$ cat config.mk
export PLATFORM = sky130hd
export DESIGN_NAME = asym_tile_ctrl
export DESIGN_NICKNAME = d
export VERILOG_FILES = /design/src/rtl/asym_tile_pkg.sv /design/src/rtl/asym_tile_ofifo.sv /design/src/rtl/asym_tile_ctrl.sv
export SDC_FILE = /design/constraint.sdc
export NUM_CORES = 1
export LEC_CHECK = 0
export ABC_AREA = 1
export CORE_AREA = 2 2 244 246
export CTS_CLUSTER_SIZE = 24
export DETAILED_ROUTE_END_ITERATION = 10
export DIE_AREA = 0 0 246 248
export MAX_ROUTING_LAYER = met4
export PLACE_DENSITY = 0.72
export SLEW_MARGIN = 20
export SYNTH_ARGS = -nofsm -noshare
export SYNTH_HDL_FRONTEND = slang
export SYNTH_SLANG_ARGS = --single-unit
export TNS_END_PERCENT = 1
$ cat constraint.sdc
create_clock -name clk -period 5.1 [get_ports clk]
set_clock_uncertainty 0.1 [all_clocks]
set_input_delay 1.02 -clock clk [delete_from_list [all_inputs] [get_ports clk]]
set_output_delay 1.02 -clock clk [all_outputs]
set_load 0.02 [all_outputs]
$ cat src/rtl/asym_tile_pkg.sv
// Shared definitions for the asymmetric tile buffer sequencer.
// Holds the FSM state encodings and the tile-geometry helpers.
package asym_tile_pkg;

    typedef logic [1:0] state_t;

    localparam state_t ST_IDLE  = 2'd0;
    localparam state_t ST_FILL  = 2'd1;
    localparam state_t ST_DRAIN = 2'd2;

    function automatic int calc_max_rows(input int depth, input int ratio);
        return depth / ratio;
    endfunction

    function automatic int calc_row_w(input int depth, input int ratio);
        return $clog2((depth / ratio) + 1);
    endfunction

endpackage

$ cat src/rtl/asym_tile_ofifo.sv
// Two-entry wide-row output FIFO for the drain path.
// Ports: i_push/i_data write, i_pop read, o_head = oldest entry, o_count = fill level.
module asym_tile_ofifo #(
    parameter int WIDTH = 257
) (
    input  logic             clk,
    input  logic             rst_n,
    input  logic             i_push,
    input  logic [WIDTH-1:0] i_data,
    input  logic             i_pop,
    output logic [WIDTH-1:0] o_head,
    output logic [1:0]       o_count
);

    logic [WIDTH-1:0] r_mem [2];
    logic             r_wptr;
    logic             r_rptr;
    logic [1:0]       r_count;
    logic             w_push;
    logic             w_pop;

    // Guards keep the pointers coherent even if a caller misbehaves.
    assign w_pop  = i_pop && (r_count != 2'd0);
    assign w_push = i_push && ((r_count != 2'd2) || w_pop);

    always_ff @(posedge clk or negedge rst_n) begin
        if (!rst_n) begin
            r_mem[0] <= '0;
            r_mem[1] <= '0;
            r_wptr   <= 1'b0;
            r_rptr   <= 1'b0;
            r_count  <= 2'd0;
        end else begin
            if (w_push) begin
                r_mem[r_wptr] <= i_data;
                r_wptr        <= ~r_wptr;
            end
            if (w_pop) begin
                r_rptr <= ~r_rptr;
            end
            r_count <= r_count + {1'b0, w_push} - {1'b0, w_pop};
        end
    end

    assign o_head  = r_mem[r_rptr];
    assign o_count = r_count;

endmodule

$ cat src/rtl/asym_tile_ctrl.sv
// Narrow-write / wide-read tile buffer sequencer: fills a tile row-major, then drains wide rows.
// Ports: start/cfg_rows control, s_* narrow input stream, mem_if_* RAM port, m_* wide output stream, busy/done status.
module asym_tile_ctrl
    import asym_tile_pkg::*;
#(
    parameter  int DATA_RATIO = 8,
    parameter  int ADDR_DEPTH = 32,
    parameter  int ADDR_WIDTH = 32,
    parameter  int DATA_WIDTH = 32,
    localparam int MAX_ROWS   = calc_max_rows(ADDR_DEPTH, DATA_RATIO),
    localparam int ROW_W      = calc_row_w(ADDR_DEPTH, DATA_RATIO),
    localparam int STRB_W     = DATA_WIDTH / 8,
    localparam int WIDE_W     = DATA_RATIO * DATA_WIDTH
) (
    input  logic                  clk,
    input  logic                  rst_n,
    input  logic                  start,
    input  logic [ROW_W-1:0]      cfg_rows,
    input  logic                  s_valid,
    output logic                  s_ready,
    input  logic [DATA_WIDTH-1:0] s_data,
    input  logic [STRB_W-1:0]     s_strb,
    output logic                  mem_if_write,
    output logic [ADDR_WIDTH-1:0] mem_if_address,
    output logic [DATA_WIDTH-1:0] mem_if_write_data,
    output logic [STRB_W-1:0]     mem_if_write_strb,
    input  logic [WIDE_W-1:0]     mem_if_read_data,
    output logic                  m_valid,
    input  logic                  m_ready,
    output logic [WIDE_W-1:0]     m_data,
    output logic                  m_last,
    output logic                  busy,
    output logic                  done
);

    localparam int COL_W = $clog2(DATA_RATIO);

    state_t           r_state;
    logic [ROW_W-1:0] r_rows;
    logic [ROW_W-1:0] r_wr_row;
    logic [COL_W-1:0] r_col;
    logic [ROW_W-1:0] r_rd_row;
    logic             r_inflight;
    logic             r_inflight_last;
    logic             r_done;

    logic [ROW_W-1:0] w_cfg_rows;
    logic             w_wr;
    logic             w_col_end;
    logic             w_row_end;
    logic             w_pop;
    logic             w_issue;
    logic [2:0]       w_occ;
    logic [1:0]       w_count;
    logic [WIDE_W:0]  w_head;
    logic             w_head_last;
    logic             w_tile_end;
    logic [ADDR_WIDTH-1:0] w_addr;

    assign w_cfg_rows = (cfg_rows > ROW_W'(MAX_ROWS)) ? ROW_W'(MAX_ROWS) : cfg_rows;

    assign w_wr      = (r_state == ST_FILL) && s_valid;
    assign w_col_end = (r_col == COL_W'(DATA_RATIO - 1));
    assign w_row_end = (r_wr_row == (r_rows - ROW_W'(1)));

    // Occupancy counts rows already buffered plus the one still in the RAM
    // pipeline; a slot freed by this cycle's pop may be reused immediately.
    assign w_pop   = m_valid && m_ready;
    assign w_occ   = {1'b0, w_count} + {2'b0, r_inflight} - {2'b0, w_pop};
    assign w_issue = (r_state == ST_DRAIN) && (r_rd_row < r_rows) && (w_occ < 3'd2);

    assign w_head_last = w_head[WIDE_W];
    assign w_tile_end  = w_pop && w_head_last;

    always_comb begin
        w_addr = '0;
        if (r_state == ST_FILL) begin
            w_addr = ADDR_WIDTH'(r_wr_row) * ADDR_WIDTH'(DATA_RATIO)
                   + ADDR_WIDTH'(r_col);
        end else if (w_issue) begin
            w_addr = ADDR_WIDTH'(r_rd_row) * ADDR_WIDTH'(DATA_RATIO);
        end
    end

    always_ff @(posedge clk or negedge rst_n) begin
        if (!rst_n) begin
            r_state  <= ST_IDLE;
            r_rows   <= '0;
            r_wr_row <= '0;
            r_col    <= '0;
            r_rd_row <= '0;
            r_done   <= 1'b0;
        end else begin
            r_done <= 1'b0;
            unique case (r_state)
                ST_IDLE: begin
                    r_wr_row <= '0;
                    r_col    <= '0;
                    r_rd_row <= '0;
                    if (start) begin
                        if (w_cfg_rows == '0) begin
                            r_done <= 1'b1;
                        end else begin
                            r_rows  <= w_cfg_rows;
                            r_state <= ST_FILL;
                        end
                    end
                end
                ST_FILL: begin
                    if (w_wr) begin
                        if (w_col_end) begin
                            r_col <= '0;
                            if (w_row_end) begin
                                r_wr_row <= '0;
                                r_state  <= ST_DRAIN;
                            end else begin
                                r_wr_row <= r_wr_row + ROW_W'(1);
                            end
                        end else begin
                            r_col <= r_col + COL_W'(1);
                        end
                    end
                end
                ST_DRAIN: begin
                    if (w_issue) begin
                        r_rd_row <= r_rd_row + ROW_W'(1);
                    end
                    if (w_tile_end) begin
                        r_rd_row <= '0;
                        r_done   <= 1'b1;
                        r_state  <= ST_IDLE;
                    end
                end
                default: begin
                    r_state <= ST_IDLE;
                end
            endcase
        end
    end

    // RAM read data lands one cycle after the address; tag it with its last flag.
    always_ff @(posedge clk or negedge rst_n) begin
        if (!rst_n) begin
            r_inflight      <= 1'b0;
            r_inflight_last <= 1'b0;
        end else begin
            r_inflight      <= w_issue;
            r_inflight_last <= w_issue && (r_rd_row == (r_rows - ROW_W'(1)));
        end
    end

    asym_tile_ofifo #(
        .WIDTH (WIDE_W + 1)
    ) u_ofifo (
        .clk     (clk),
        .rst_n   (rst_n),
        .i_push  (r_inflight),
        .i_data  ({r_inflight_last, mem_if_read_data}),
        .i_pop   (w_pop),
        .o_head  (w_head),
        .o_count (w_count)
    );

    assign s_ready           = (r_state == ST_FILL);
    assign mem_if_write      = w_wr;
    assign mem_if_address    = w_addr;
    assign mem_if_write_data = s_data;
    assign mem_if_write_strb = s_strb;
    assign m_valid           = (w_count != 2'd0);
    assign m_data            = w_head[WIDE_W-1:0];
    assign m_last            = m_valid && w_head_last;
    assign busy              = (r_state != ST_IDLE);
    assign done              = r_done;

endmodule

==> flow_summary.json <==
{
  "drt_first_pass_iters": 7,
  "netlist.top_cell.by_area": "sky130_fd_sc_hd__dfrtp_1",
  "grt_pass1_vias": 19700,
  "p_leak_nw": 14.9,
  "async_flop_share_pct": 100,
  "avg_wl_per_cell_um": 15.9,
  "cts_sinks": 535,
  "power.density_mw_per_mm2": 681,
  "worst_hold_path_type": "primary input to asynchronous set/reset pin",
  "startpoint_type": "primary input",
  "postSynthCellCount": 3010,
  "totalPowerFinal_w": 0.0216,
  "finalHoldViolCount": 0,
  "ys.flop_type": "sky130_fd_sc_hd__dfrtp_1",
  "grt_pass1_wl_um": 106000,
  "cts_setup_buffers": 0,
  "htree_levels": 2,
  "unrepaired_setup_endpoints_after_global_routing": "false",
  "clock-root-buffer": "sky130_fd_sc_hd__clkbuf_16",
  "arrival_ns": 3.65,
  "worst_ep_required_time_ns": 3.98,
  "die_h_um": 248,
  "initial_core_util_pct": 41.4,
  "r2r.worst_path.cells": 6,
  "hpwlAfterDp_um": 44900,
  "die_area_mm2": 0.0610,
  "remaining_drc_errors": 0,
  "stdcell_area_mm2": 0.0318,
  "coreArea_mm2": 0.0585,
  "fin_util_pct": 54.3,
  "power.share.combinational_pct": 47.8,
  "grt_util_all_layers_pct": 22.2,
  "vdd.ir_drop.worst_v": 0.000419,
  "overflow": 0,
  "path_clk_slew_ns": 0.06,
  "ant_nets": 0,
  "relative_slew_slack_pct": 33.7,
  "initial_antenna_violation_count": 8,
  "power.switching_fraction_pct": 40.1,
  "timing_worst_setup_path_type": "primary input to output pin",
  "post_synth_main_area_contributors": "sky130_fd_sc_hd__dfrtp_1 55%, sky130_fd_sc_hd__nand2_1 17%, sky130_fd_sc_hd__o21ai_0 16%, sky130_fd_sc_hd__inv_1 4.5%, sky130_fd_sc_hd__buf_4 2.0%",
  "post_route_cells_drive_above_1_share_pct": 3.94,
  "ctsLongestPathBuffers": 3,
  "outcome": "finished clean",
  "via_count": 20800,
  "io_buffers": 531,
  "cts_tree": "yes",
  "seq_power_share_pct": 33.5,
  "post_cts_resize_count": 0,
  "cp_max_fo": 4,
  "synth_cell_type_count": 27,
  "p_switching_w": 0.00868,
  "number_of_buffers_added_to_fix_hold_violations_after_cts": 0,
  "chipWidth_um": 246,
  "flop_and_latch_count_out_of_synthesis": 535,
  "grt_max_degree": 165,
  "synth_area_per_cell_um2": 8.04,
  "layout_worst_path_cycle_share_pct": 93.5,
  "io-pin-count": 630,
  "shortest_clock_period_the_worst_path_allows_after_layout_ns": 4.77,
  "finalWeightedCongestion": 0.848,
  "fmax_mhz": 210,
  "most_common_library_cells_after_synthesis": "1079 x sky130_fd_sc_hd__nand2_1, 768 x sky130_fd_sc_hd__o21ai_0, 535 x sky130_fd_sc_hd__dfrtp_1",
  "ys_seq_area_share_pct": 55.3,
  "detail_route.vias_per_cell": 4.90,
  "setup-tns-final_ns": 0,
  "timing_max_transition_violations_final": 0,
  "worst_slew_pin_slew_ns": 0.995,
  "critPathCaptureType": "output pin",
  "post-synth-top-count-cell": "sky130_fd_sc_hd__nand2_1",
  "dp_cells": 4126,
  "layout.cells.non_filler": 4236,
  "num_rows": 89,
  "insertion_delay_ns": 0.59,
  "synth_top_area_share_pct": 55.3,
  "maxCapViolCount": 0,
  "tritoncts.num_buffers": 57,
  "synth-edff-count": 0,
  "initial_drc_count": 1225,
  "placed_cell_area_mm2": 0.0299,
  "report.final.setup_viol": 0,
  "synth_warnings": 0,
  "mappedNetlistArea_mm2": 0.0242,
  "p_clk_share_pct": 18.8,
  "synthesis_to_finish_area_growth_pct": 31.2,
  "fin_nets": 3724,
  "total_length_of_routed_wires_um": 67300,
  "cellInternalPower_w": 0.0130
}
[power by group through the flow]
stage          clock [W]  sequential (W)  combinational (W)
6_report         0.00406         0.00724             0.0103
5_1_grt          0.00432         0.00749             0.0113
4_1_cts          0.00417         0.00723             0.0104
3_5_place_dp           0         0.00729             0.0104
3_3_place_gp           0         0.00721             0.0102
2_1_floorplan          0         0.00698            0.00579
[logic make-up (layout without fill, tap and decap cells)]
group / count (synthesis) / count (layout) / synth area share [%]
compound gates: 789 / 789 / 16.3
xor+xnor: 6 / 6 / 0.217
fa+ha+maj: 12 / 12 / 0.652
buf+inv: 552 / 971 / 9.96
flops: 535 / 535 / 55.3
other cells: 1 / 35 / 0.0155
simple gates: 1115 / 1115 / 17.5
[cell type report]
type	count	area (um2)
Sequential cell	535	13400
Tap cell	773	967
Antenna cell	9	22.5
Clock buffer	88	1670
Clock inverter	13	144
Fill cell	5328	26700
Inverter	293	1100
Timing Repair Buffer	577	5940
Multi-Input combinational cell	1948	8510
[state kept, by name (all words and copies together), names as in the netlist, 2 cells and up]
| signal | count |
|---|---|
| u_ofifo.r_mem | 514 |
| r_state | 2 |
| r_col | 3 |
| u_ofifo.o_count | 2 |
| r_rows | 3 |
| r_wr_row | 3 |
| r_rd_row | 3 |
[placed cells by master (no fill, tap or decap), types with 2 or more instances in the layout]
cell,synthesis,layout
sky130_fd_sc_hd__a21oi_1,7,7
sky130_fd_sc_hd__buf_12,0,22
sky130_fd_sc_hd__buf_4,64,24
sky130_fd_sc_hd__bufinv_16,0,3
sky130_fd_sc_hd__clkbuf_1,124,18
sky130_fd_sc_hd__clkbuf_16,0,57
sky130_fd_sc_hd__clkbuf_8,0,13
sky130_fd_sc_hd__clkdlybuf4s50_1,0,530
sky130_fd_sc_hd__clkinv_2,0,9
sky130_fd_sc_hd__conb_1,1,26
sky130_fd_sc_hd__dfrtp_1,535,534
sky130_fd_sc_hd__diode_2,0,9
sky130_fd_sc_hd__ha_1,11,11
sky130_fd_sc_hd__inv_1,292,292
sky130_fd_sc_hd__nand2_1,1079,1079
sky130_fd_sc_hd__nand3_1,9,9
sky130_fd_sc_hd__nand4_1,5,5
sky130_fd_sc_hd__nor2_1,17,17
sky130_fd_sc_hd__nor2_4,2,2
sky130_fd_sc_hd__o21ai_0,768,768
sky130_fd_sc_hd__o21ai_1,10,10
sky130_fd_sc_hd__o22ai_1,3,3
sky130_fd_sc_hd__xnor2_1,3,3
sky130_fd_sc_hd__xor2_1,3,3
[final timing paths]
| path | start | slack, ns | to |
|---|---|---|---|
| worst max-delay path | m_ready | 0.33 | mem_if_address[5] |
| worst min-delay path | rst_n | 0.35 | r_rows[0]$_DFFE_PN0P_ |
| worst max register to register | u_ofifo.o_count[1]$_DFF_PN0_ | 2.26 | u_ofifo.r_mem[73]$_DFFE_PN0P_ |
| worst min register to register | u_ofifo.r_mem[149]$_DFFE_PN0P_ | 0.38 | u_ofifo.r_mem[149]$_DFFE_PN0P_ |
| max in group asynchronous | rst_n | 3.53 | u_ofifo.r_mem[282]$_DFFE_PN0P_ |
| min in group clk | u_ofifo.r_mem[149]$_DFFE_PN0P_ | 0.38 | u_ofifo.r_mem[149]$_DFFE_PN0P_ |
[worst max-delay path, cell delays in order]
cell	delay [ns]
sky130_fd_sc_hd__clkdlybuf4s50_1	0.46
sky130_fd_sc_hd__inv_1	0.08
sky130_fd_sc_hd__nor2_1	0.12
sky130_fd_sc_hd__ha_1	0.23
sky130_fd_sc_hd__inv_1	0.05
sky130_fd_sc_hd__nand2_1	0.06
sky130_fd_sc_hd__fa_1	0.52
sky130_fd_sc_hd__nand2_1	0.06
sky130_fd_sc_hd__nor2_1	0.08
sky130_fd_sc_hd__nand3_1	0.16
sky130_fd_sc_hd__o22ai_1	0.17
sky130_fd_sc_hd__clkdlybuf4s50_1	0.63
[routing by layer]
metal  up-vias  track usage (%)  wire, um
met5         -                -         0
met4         0             8.34      2080
met3       126             4.40      4410
met2       622             35.0     32900
met1      9813             28.3     28000
li1      10200                -         -
[stage by stage]
| step | setup slack, ns | hold WS, ns |
|---|---|---|
| 6_report | 0.331 | 0.349 |
| 5_1_grt | 0.171 | 0.395 |
| 4_1_cts | 0.331 | 0.370 |
| 3_5_place_dp | 0.356 | 0.368 |
| 3_3_place_gp | 0.355 | 0.358 |
| 2_1_floorplan | 1.24 | 0.349 |
No activity file was read; power rests on OpenSTA's default activity.
